**config.mk**
```make
export PLATFORM = sky130hd
export DESIGN_NAME = uart_tx_arbiter_flat
export DESIGN_NICKNAME = d
export VERILOG_FILES = /design/src/rtl/uart_tx_arbiter_pkg.sv /design/src/rtl/uart_tx_arbiter_if.sv /design/src/rtl/uart_tx_arbiter_rr_pick.sv /design/src/rtl/uart_tx_arbiter.sv /design/src/flat_wrapper.sv
export SDC_FILE = /design/constraint.sdc
export NUM_CORES = 1
export LEC_CHECK = 0
export ABC_AREA = 0
export BUFFER_PORTS_ARGS = -buffer_cell sky130_fd_sc_hd__buf_2
export CAP_MARGIN = 15
export CORE_MARGIN = 2
export CORE_UTILIZATION = 51
export CTS_CLUSTER_SIZE = 16
export DETAILED_ROUTE_END_ITERATION = 8
export GPL_TIMING_DRIVEN = 0
export PLACE_DENSITY = 0.89
export SYNTH_ARGS = -nofsm -noshare
export SYNTH_HDL_FRONTEND = slang
export SYNTH_SLANG_ARGS = --single-unit
```
**constraint.sdc**
```tcl
create_clock -name clock_i -period 2.8 [get_ports clock_i]
set_input_delay 0.28 -clock clock_i [delete_from_list [all_inputs] [get_ports clock_i]]
set_output_delay 0.28 -clock clock_i [all_outputs]
set_load 0.1 [all_outputs]
```
**src/rtl/uart_tx_arbiter_pkg.sv**
```systemverilog
// Shared types and constants for the UART transmit arbiter slice.
package uart_tx_arb_pkg;

  localparam int MAX_REQUESTERS = 8;
  localparam int BYTE_W         = 8;

  typedef enum logic [1:0] {
    IDLE,
    ISSUE,
    WAIT_BUSY,
    WAIT_DONE
  } arb_state_t;

  // Modulo add for index rings whose size need not be a power of two.
  function automatic int wrapAdd(input int a, input int b, input int n);
    int s;
    s = a + b;
    return (s >= n) ? (s - n) : s;
  endfunction

endpackage

```
**src/rtl/uart_tx_arbiter_if.sv**
```systemverilog
// Requester and transmitter bus of uart_tx_arbiter; req_last_i exists only
// when UART_TX_ARB_LOCK_EN is defined.
interface uart_tx_arbiter_if #(
  parameter int NUM_REQUESTERS = 4
);
  import uart_tx_arb_pkg::*;

  logic [NUM_REQUESTERS-1:0]        req_valid_i;
  logic [BYTE_W*NUM_REQUESTERS-1:0] req_data_i;
`ifdef UART_TX_ARB_LOCK_EN
  logic [NUM_REQUESTERS-1:0]        req_last_i;
`endif
  logic [NUM_REQUESTERS-1:0]        req_ready_o;
  logic [NUM_REQUESTERS-1:0]        grant_o;
  logic                             tx_write_o;
  logic [BYTE_W-1:0]                tx_data_o;
  logic                             tx_busy_i;
  logic                             busy_o;

  modport slave (
`ifdef UART_TX_ARB_LOCK_EN
    input  req_last_i,
`endif
    input  req_valid_i, req_data_i, tx_busy_i,
    output req_ready_o, grant_o, tx_write_o, tx_data_o, busy_o
  );

  modport master (
`ifdef UART_TX_ARB_LOCK_EN
    output req_last_i,
`endif
    output req_valid_i, req_data_i, tx_busy_i,
    input  req_ready_o, grant_o, tx_write_o, tx_data_o, busy_o
  );

endinterface

```
**src/rtl/uart_tx_arbiter_rr_pick.sv**
```systemverilog
// Combinational round-robin picker: first valid index at or after the pointer.
module uart_rr_pick
  import uart_tx_arb_pkg::*;
#(
  parameter int N     = 4,
  parameter int IDX_W = $clog2(N)
) (
  input  logic [N-1:0]     i_valid,
  input  logic [IDX_W-1:0] i_ptr,
  output logic             o_found,
  output logic [IDX_W-1:0] o_idx,
  output logic [N-1:0]     o_onehot
);

  logic [N-1:0] w_rot;

  // Bit k of w_rot is requester (ptr + k) mod N; the doubled copy handles the wrap.
  assign w_rot = N'({i_valid, i_valid} >> i_ptr);

  always_comb begin
    o_found  = 1'b0;
    o_idx    = '0;
    o_onehot = '0;
    for (int k = N - 1; k >= 0; k--) begin
      if (w_rot[k]) begin
        o_found         = 1'b1;
        o_idx           = IDX_W'(wrapAdd(int'(i_ptr), k, N));
        o_onehot        = '0;
        o_onehot[o_idx] = 1'b1;
      end
    end
  end

endmodule

```
**src/rtl/uart_tx_arbiter.sv**
```systemverilog
// Round-robin sharing of one UART byte transmitter between NUM_REQUESTERS sources.
// Optional ownership lock across multi-byte messages: define UART_TX_ARB_LOCK_EN.
module uart_tx_arbiter
  import uart_tx_arb_pkg::*;
#(
  parameter int NUM_REQUESTERS = 4
) (
  input logic              clock_i,
  input logic              reset_i,
  uart_tx_arbiter_if.slave bus
);

  localparam int IDX_WIDTH = $clog2(NUM_REQUESTERS);

  arb_state_t                r_state;
  arb_state_t                w_next;
  logic [IDX_WIDTH-1:0]      r_ptr;
  logic [NUM_REQUESTERS-1:0] r_ready;
  logic [NUM_REQUESTERS-1:0] r_grant;
  logic                      r_write;
  logic [BYTE_W-1:0]         r_data;

  logic [NUM_REQUESTERS-1:0] w_eligible;
  logic                      w_found;
  logic [IDX_WIDTH-1:0]      w_idx;
  logic [NUM_REQUESTERS-1:0] w_onehot;
  logic [IDX_WIDTH-1:0]      w_ptrNext;
  logic [BYTE_W-1:0]         w_selByte;
  logic                      w_start;
  logic                      w_advance;

  uart_rr_pick #(.N(NUM_REQUESTERS), .IDX_W(IDX_WIDTH)) u_pick (
    .i_valid  (w_eligible),
    .i_ptr    (r_ptr),
    .o_found  (w_found),
    .o_idx    (w_idx),
    .o_onehot (w_onehot)
  );

`ifdef UART_TX_ARB_LOCK_EN
  logic                 r_locked;
  logic [IDX_WIDTH-1:0] r_owner;
  logic                 w_isLast;

  // While locked only the owner may win, and the pointer stays put until its last byte.
  assign w_eligible = r_locked ? (bus.req_valid_i & (NUM_REQUESTERS'(1) << r_owner))
                               : bus.req_valid_i;
  assign w_isLast   = |(bus.req_last_i & w_onehot);
  assign w_advance  = w_start & w_isLast;

  always_ff @(posedge clock_i or posedge reset_i) begin
    if (reset_i) begin
      r_locked <= 1'b0;
      r_owner  <= '0;
    end else if (w_start) begin
      r_locked <= ~w_isLast;
      r_owner  <= w_idx;
    end
  end
`else
  assign w_eligible = bus.req_valid_i;
  assign w_advance  = w_start;
`endif

  assign w_ptrNext = (int'(w_idx) == NUM_REQUESTERS - 1) ? '0 : w_idx + 1'b1;

  always_comb begin
    w_selByte = '0;
    for (int k = 0; k < NUM_REQUESTERS; k++) begin
      if (w_onehot[k]) w_selByte = bus.req_data_i[k*BYTE_W +: BYTE_W];
    end
  end

  always_ff @(posedge clock_i or posedge reset_i) begin
    if (reset_i) r_state <= IDLE;
    else         r_state <= w_next;
  end

  // A busy transmitter in IDLE also covers its own post-reset hold period.
  always_comb begin
    w_start = 1'b0;
    w_next  = r_state;
    case (r_state)
      IDLE: begin
        w_start = w_found & ~bus.tx_busy_i;
        if (w_start) w_next = ISSUE;
      end
      ISSUE:     w_next = WAIT_BUSY;
      WAIT_BUSY: if (bus.tx_busy_i)  w_next = WAIT_DONE;
      WAIT_DONE: if (!bus.tx_busy_i) w_next = IDLE;
      default:   w_next = IDLE;
    endcase
  end

  always_ff @(posedge clock_i or posedge reset_i) begin
    if (reset_i) begin
      r_ptr   <= '0;
      r_ready <= '0;
      r_grant <= '0;
      r_write <= 1'b0;
      r_data  <= '0;
    end else begin
      r_write <= 1'b0;
      r_ready <= '0;
      if (w_start) begin
        r_write <= 1'b1;
        r_ready <= w_onehot;
        r_grant <= w_onehot;
        r_data  <= w_selByte;
      end
      if (w_advance) r_ptr <= w_ptrNext;
      if (r_state == WAIT_DONE && !bus.tx_busy_i) r_grant <= '0;
    end
  end

  assign bus.req_ready_o = r_ready;
  assign bus.grant_o     = r_grant;
  assign bus.tx_write_o  = r_write;
  assign bus.tx_data_o   = r_data;
  assign bus.busy_o      = reset_i | (r_state != IDLE);

endmodule
```
**src/flat_wrapper.sv**
```systemverilog
// flat-port wrapper written by rule: the top's interface ports become plain ports
module uart_tx_arbiter_flat import uart_tx_arb_pkg::*;
#(
  parameter int NUM_REQUESTERS = 4
)
  (clock_i, reset_i, bus_req_valid_i, bus_req_data_i, bus_tx_busy_i, bus_req_ready_o, bus_grant_o, bus_tx_write_o, bus_tx_data_o, bus_busy_o);
  uart_tx_arbiter_if #(.NUM_REQUESTERS(NUM_REQUESTERS)) bus_i ();
  input logic clock_i;
  input logic reset_i;
  input wire logic [$bits(bus_i.req_valid_i)-1:0] bus_req_valid_i;
  input wire logic [$bits(bus_i.req_data_i)-1:0] bus_req_data_i;
  input wire logic [$bits(bus_i.tx_busy_i)-1:0] bus_tx_busy_i;
  output wire logic [$bits(bus_i.req_ready_o)-1:0] bus_req_ready_o;
  output wire logic [$bits(bus_i.grant_o)-1:0] bus_grant_o;
  output wire logic [$bits(bus_i.tx_write_o)-1:0] bus_tx_write_o;
  output wire logic [$bits(bus_i.tx_data_o)-1:0] bus_tx_data_o;
  output wire logic [$bits(bus_i.busy_o)-1:0] bus_busy_o;
  assign bus_i.req_valid_i = bus_req_valid_i;
  assign bus_i.req_data_i = bus_req_data_i;
  assign bus_i.tx_busy_i = bus_tx_busy_i;
  assign bus_req_ready_o = bus_i.req_ready_o;
  assign bus_grant_o = bus_i.grant_o;
  assign bus_tx_write_o = bus_i.tx_write_o;
  assign bus_tx_data_o = bus_i.tx_data_o;
  assign bus_busy_o = bus_i.busy_o;
  uart_tx_arbiter #(.NUM_REQUESTERS(NUM_REQUESTERS)) u_core (.clock_i(clock_i), .reset_i(reset_i), .bus(bus_i));
endmodule
```
Yosys cells after proc, flatten, opt, wreduce, memory -nomap -nowiden
Cells that the tools add are included.
W data, S select, Z words.
{"block": "op_classes", "add_sub_neg": 8, "n_lt_le_gt_ge": 12, "eq_ne": 7, "shift": 1, "mux": 38, "n_bitwise": 3, "reduce_logical": 10}
{"cell": "$mux W8", "n": 4}
{"cell": "$mux W4", "n": 7}
{"cell": "$mux W2", "n": 12}
{"cell": "$lt A2 B3 Y1 const B", "n": 4}
{"cell": "$mux W1", "n": 10}
{"cell": "$ge A3 B3 Y1 const B", "n": 3}
{"cell": "$demux W1 S2", "n": 4}
{"cell": "$ge A2 B1 Y1 const B", "n": 4}
{"cell": "$pmux W2 S4", "n": 1}
{"cell": "$shr A8 B2 Y4", "n": 1}
{"cell": "$sub A2 B1 Y2 const B", "n": 4}
{"cell": "$add A2 B2 Y3 const B", "n": 2}
{"cell": "$logic_and A1 B1 Y1", "n": 5}
{"cell": "$eq A2 B1 Y1 const B", "n": 2}
{"cell": "$eq A2 B2 Y1 const B", "n": 2}
{"cell": "$ne A2 B2 Y1 const B", "n": 2}
{"cell": "$reduce_bool A2 Y1", "n": 2}
{"cell": "$add A2 B1 Y3 const B", "n": 1}
{"cell": "$ge A2 B3 Y1 const B", "n": 1}
{"cell": "$reduce_and A3 Y1", "n": 1}
{"cell": "$add A2 B1 Y2 const B", "n": 1}
{"cell": "$logic_not A2 Y1", "n": 1}
{"cell": "$ne A2 B1 Y1 const B", "n": 1}
{"cell": "$and A1 B1 Y1", "n": 1}
{"cell": "3 further kinds", "n": 3}
{"block": "word_totals", "regBits": 21, "inputBits": 39, "out_inout_bits": 18, "elab_cells": 85}

Longest topological paths before layout
{"block": "logic_depth", "word_depth": 15, "mapped_depth": 10, "depth_no_buf": 8}

Cells and area by module
From an unflattened synthesis, not the netlist that was laid out.
{"block": "unflattened", "hier_cells": 204, "hier_area_um2": 1836.8}
{"module": "uart_tx_arbiter", "n_inst": 1, "cells_per_inst": 126, "area_per_inst_um2": 1226.2, "seq_area_each_um2": 525.5}
{"module": "uart_rr_pick", "n_inst": 1, "cells_per_inst": 78, "area_per_inst_um2": 610.6, "seq_area_each_um2": 0.0}

Worst setup path before layout
Ideal clock, no wire load.
{"block": "synth_timing", "path_type": "reg-to-reg", "startpoint": "register u_core.r_ptr[1]", "endpoint": "register u_core.r_data[0] (netlist: u_core.bus.tx_data_o[0])", "arrival_ns": 2.376, "t_required_ns": 2.671, "path_slack_ns": 0.295, "stages_incl_launch_ff": 11, "path_buffers": 2, "synth_period_minus_slack_ns": 2.505, "cell_sequence": "dfrtp_1 > buf_2 > buf_1 > inv_1 > ha_1 > nor2_1 > a211oi_1 > a2111o_1 > a2bb2oi_2 > a221oi_1 > o21ai_1"}
{"block": "synth_via", "elab_chain_len": 15}
{"element": "from (decl)", "line_no": "uart_tx_arbiter.sv:17", "text": "logic [IDX_WIDTH-1:0] r_ptr;"}
{"element": "from (signal assigned)", "line_no": "uart_tx_arbiter.sv:111", "text": "if (w_advance) r_ptr <= w_ptrNext;"}
{"element": "$add A2 B2 Y3", "line_no": "uart_tx_arbiter_pkg.sv:17", "text": "s = a + b;"}
{"element": "$ge A3 B3 Y1 or $sub A2 B1 Y2 (tied branches)", "line_no": "uart_tx_arbiter_pkg.sv:18", "text": "return (s >= n) ? (s - n) : s;"}
{"element": "$mux W2", "line_no": "uart_tx_arbiter_pkg.sv:18"}
{"element": "$lt A2 B3 Y1 (implied by the code) or $ge A2 B1 Y1 (tied branches)", "line_no": "uart_tx_arbiter_rr_pick.sv:29", "text": "o_onehot[o_idx] = 1'b1;"}
{"element": "$logic_and A1 B1 Y1 (implied by the code)", "line_no": "uart_tx_arbiter_rr_pick.sv:29"}
{"element": "$mux W1 (implied by the code)", "line_no": "uart_tx_arbiter_rr_pick.sv:29"}
{"element": "$demux W1 S2", "line_no": "uart_tx_arbiter_rr_pick.sv:29"}
{"element": "$mux W4 (4 in series)", "line_no": "uart_tx_arbiter_rr_pick.sv:25", "text": "if (w_rot[k]) begin"}
{"element": "$mux W8 (4 in series)", "line_no": "uart_tx_arbiter.sv:70", "text": "if (w_onehot[k]) w_selByte = bus.req_data_i[k*BYTE_W +: BYTE_W];"}
{"element": "to (signal assigned)", "line_no": "uart_tx_arbiter.sv:109", "text": "r_data <= w_selByte;"}
{"element": "to (decl)", "line_no": "uart_tx_arbiter.sv:21", "text": "logic [BYTE_W-1:0] r_data;"}
Parallel ways exist; a longest one is shown, timed or not.
A chain may end at the register's enable or synchronous reset.

Final worst setup path
{"block": "layout_timing", "startpoint": "register u_core.r_ptr[1]", "endpoint": "register u_core.r_data[4] (netlist: u_core.bus.tx_data_o[4])"}
The elaborated chain is that of the path after synthesis.

==> summary.txt <==
Timing
  – Normalized max-slew margin: 48.0%
  – Worst Max-Slew Pin Slew: 780 ps
  – Final worst path period share: 94.2%
  – Worst Skew: 8.66 ps
  – Tmin final: 2640 ps
  – Final Hold Vio Count: 0
  – RSZ-0062 raised after global routing: yes
  – Fmax: 379 MHz
  – Final setup viols: 0
  – Final slew viol count: 0
  – Post-route setup slack: 163 ps

Detailed routing
  – Drt pass-1 iters: 5
  – Drt wl/cell: 14.4 um
  – Routed Antenna Nets: 0
  – First DRT Iteration DRCs: 80
  – DR DRC count: 0
  – Vias: 1,716
  – Wirelength, routed: 4200 um
  – Avg Vias per Cell: 5.88

Logic synthesis
  – Mux contribution to synthesized area: 8.47%
  – FFs w/ async S/R, synth: 100%
  – Synth Area in Compound Gates: 28.7%
  – Syn Area/Cell: 9.44 um2
  – Synth Flop Type: dfrtp_1
  – Combinational family with the most area after synthesis: compound AO/OA/AOI/OAI gates
  – Mapped Area: 1730 um2
  – EDFF count, synth: 0
  – Mapped Nets: 234
  – Sequential element share of the synthesized area: 30.4%
  – Simple-Gate Fraction of Synth Area: 16.9%
  – Adder-cell share of the synthesized area: 8.69%
  – Yosys reg bits: 21
  – XOR/XNOR Fraction of Synth Area: 0.507%
  – Yosys warns: 0
  – Yosys cell types: 52
  – Syn Inst Count: 183

CTS
  – Clock Sinks: 21
  – Reg clk slew, reported paths: 120 ps
  – CTS Buffer Depth: 2
  – H-tree levels: 1
  – Cts bufs inserted: 3
  – CTS root buf: clkbuf_4
  – Clk Latency, worst-skew pair: 300 ps
  – TritonCTS clock tree: yes

Critical path
  – Worst r2r src: u_core.r_ptr[1]
  – Worst r2r dst: u_core.bus.tx_data_o[4]
  – Kind of critical path: reg2reg
  – CP startpoint kind: flip-flop
  – R2R cell count: 10
  – Worst setup EP type: flip-flop
  – Worst endpoint required time: 2990 ps
  – Critical Path AT: 2820 ps
  – Crit path max fanout: 10
  – R2r setup slk: 160 ps

Finish
  – ANT cells: 0
  – Share of layout cells above drive strength 1: 34.1%
  – Final core occ: 65.3%
  – Final nets: 298
  – P&R area growth vs syn: 24.0%
  – Filler instances: 237
  – Final instance area: 2140 um2

Place
  – DP HPWL: 3240 um
  – PortBufs: 56
  – Area post-placement: 2070 um2
  – Pre-CTS setup slack: -209 ps
  – Placer congestion estimate: 0.899

Status
  – Status: complete, no violations

Die
  – Die Height: 62.2 um
  – Die Width: 62.2 um
  – Ports: 57
  – Initial Util: 52.6%
  – Placeable Area: 3280 um2
  – Placement Rows: 21
  – Die area: 3870 um2

GRT
  – Initial antenna violation count: 0
  – First-pass GRT wire length: 7150 um
  – GRT Util Overall: 22.2%
  – Grt ovf: 0
  – Largest net degree at the start of global routing: 23
  – Vias in the first global route: 1,600

Worst hold path
  – Min-Delay Path Class: in2async

Job
  – # Max-Cap Violations: 0
==> cell type report <==
type | count | area [um2] | area share (%)
repair buffers | 59 | 303 | 14.1
inverters | 11 | 41.3 | 1.93
clock inverters | 1 | 5.00 | 0.234
multi-input cells | 137 | 1110 | 52.0
plain buffers | 14 | 73.8 | 3.44
well taps | 46 | 57.6 | 2.69
flip-flops and latches | 21 | 527 | 24.6
clock buffers | 3 | 22.5 | 1.05
==> synth_stat cells, types with 2 or more instances <==
library cell / count / share of area, %
dfrtp_1: 21 / 30
nor2_1: 9 / 2.0
nor3_1: 2 / 0.58
nand3b_1: 2 / 0.87
ha_1: 12 / 8.7
mux2i_1: 3 / 1.7
nor4bb_1: 2 / 1.2
inv_1: 11 / 2.4
nand2b_1: 5 / 1.8
buf_2: 3 / 0.87
mux2_2: 2 / 1.3
a21oi_1: 8 / 2.3
mux4_2: 3 / 3.9
o311ai_0: 9 / 4.6
a2bb2oi_1: 9 / 4.6
and2_1: 2 / 0.72
o21ai_1: 8 / 2.3
a221oi_1: 8 / 4.1
o21ai_0: 7 / 2.0
clkbuf_1: 8 / 1.7
nand2_1: 18 / 3.9
==> worst max path at each step <==
stage / from / end / slack (ps) / cells past startpoint
after floorplan: u_core.r_ptr[1] / u_core.bus.tx_data_o[0] / 300 / 10
after global placement: u_core.r_ptr[1] / u_core.bus.tx_data_o[0] / -160 / 10
after detailed placement: u_core.r_ptr[1] / u_core.bus.tx_data_o[0] / -210 / 10
after CTS: u_core.r_ptr[1] / u_core.bus.tx_data_o[0] / 70 / 10
after global routing: u_core.r_ptr[1] / u_core.bus.tx_data_o[1] / -30 / 10
final: u_core.r_ptr[1] / u_core.bus.tx_data_o[4] / 160 / 10
==> logic make-up (layout without fill, tap and decap cells) <==
kind of cell,after synthesis,in the layout
buffers and inverters,25,88
adders and majority gates,12,12
xor gates and xnor gates,1,1
DFF,21,21
AOI/OAI and AO/OA,64,64
muxes,9,9
and+or+nand+nor,51,51
==> stage by stage <==
stage          TNS (ps)  hold WS, ps  instances
5_1_grt            -112          181        292
2_1_floorplan         0          265        183
3_3_place_gp       -765          463        285
6_report              0         96.5        292
3_5_place_dp      -1270          464        285
4_1_cts               0          129        289
==> critical path, cell delays in order (launching register included) <==
cell	delay, ps
dfrtp_2	460
clkbuf_4	230
clkbuf_4	220
inv_1	120
ha_1	240
nor2_1	100
a211oi_1	50
a2111o_1	460
a2bb2oi_2	230
a221oi_1	280
o21ai_1	120
==> routing by layer <==
metal | vias up | GRT usage, % | wire length (um)
met4 | 0 | 5.83 | 44
met3 | 6 | 3.80 | 243
met2 | 54 | 40.5 | 2100
li1 | 831 | - | -
met1 | 825 | 27.0 | 1810
met5 | - | 0 | 0
==> registers in the layout, indices dropped and copies added, names as in the netlist <==
register,cells
u_core.bus.tx_write_o,1
u_core.r_state,2
u_core.r_ptr,2
u_core.bus.tx_data_o,8
u_core.bus.req_ready_o,4
u_core.bus.grant_o,4
==> placed cells by master (no fill, tap or decap), drive strengths merged, types with 10 or more instances in the layout <==
cell,netlist,final
buf,6,63
a2bb2oi,10,10
o21ai,15,15
dfrtp,21,21
o311ai,10,10
ha,12,12
clkbuf,8,13
inv,11,11
nand2,18,18
nor2,10,10
==> what timing repair did <==
item,CTS,global route
buffers inserted,0,3
gates resized for setup,2,5
hold buffers,0,0
setup endpoints to repair,9,8
Power is left out: the tool's default activity adds up to more than one toggle a clock period on the data nets, which glitch-free logic cannot reach.
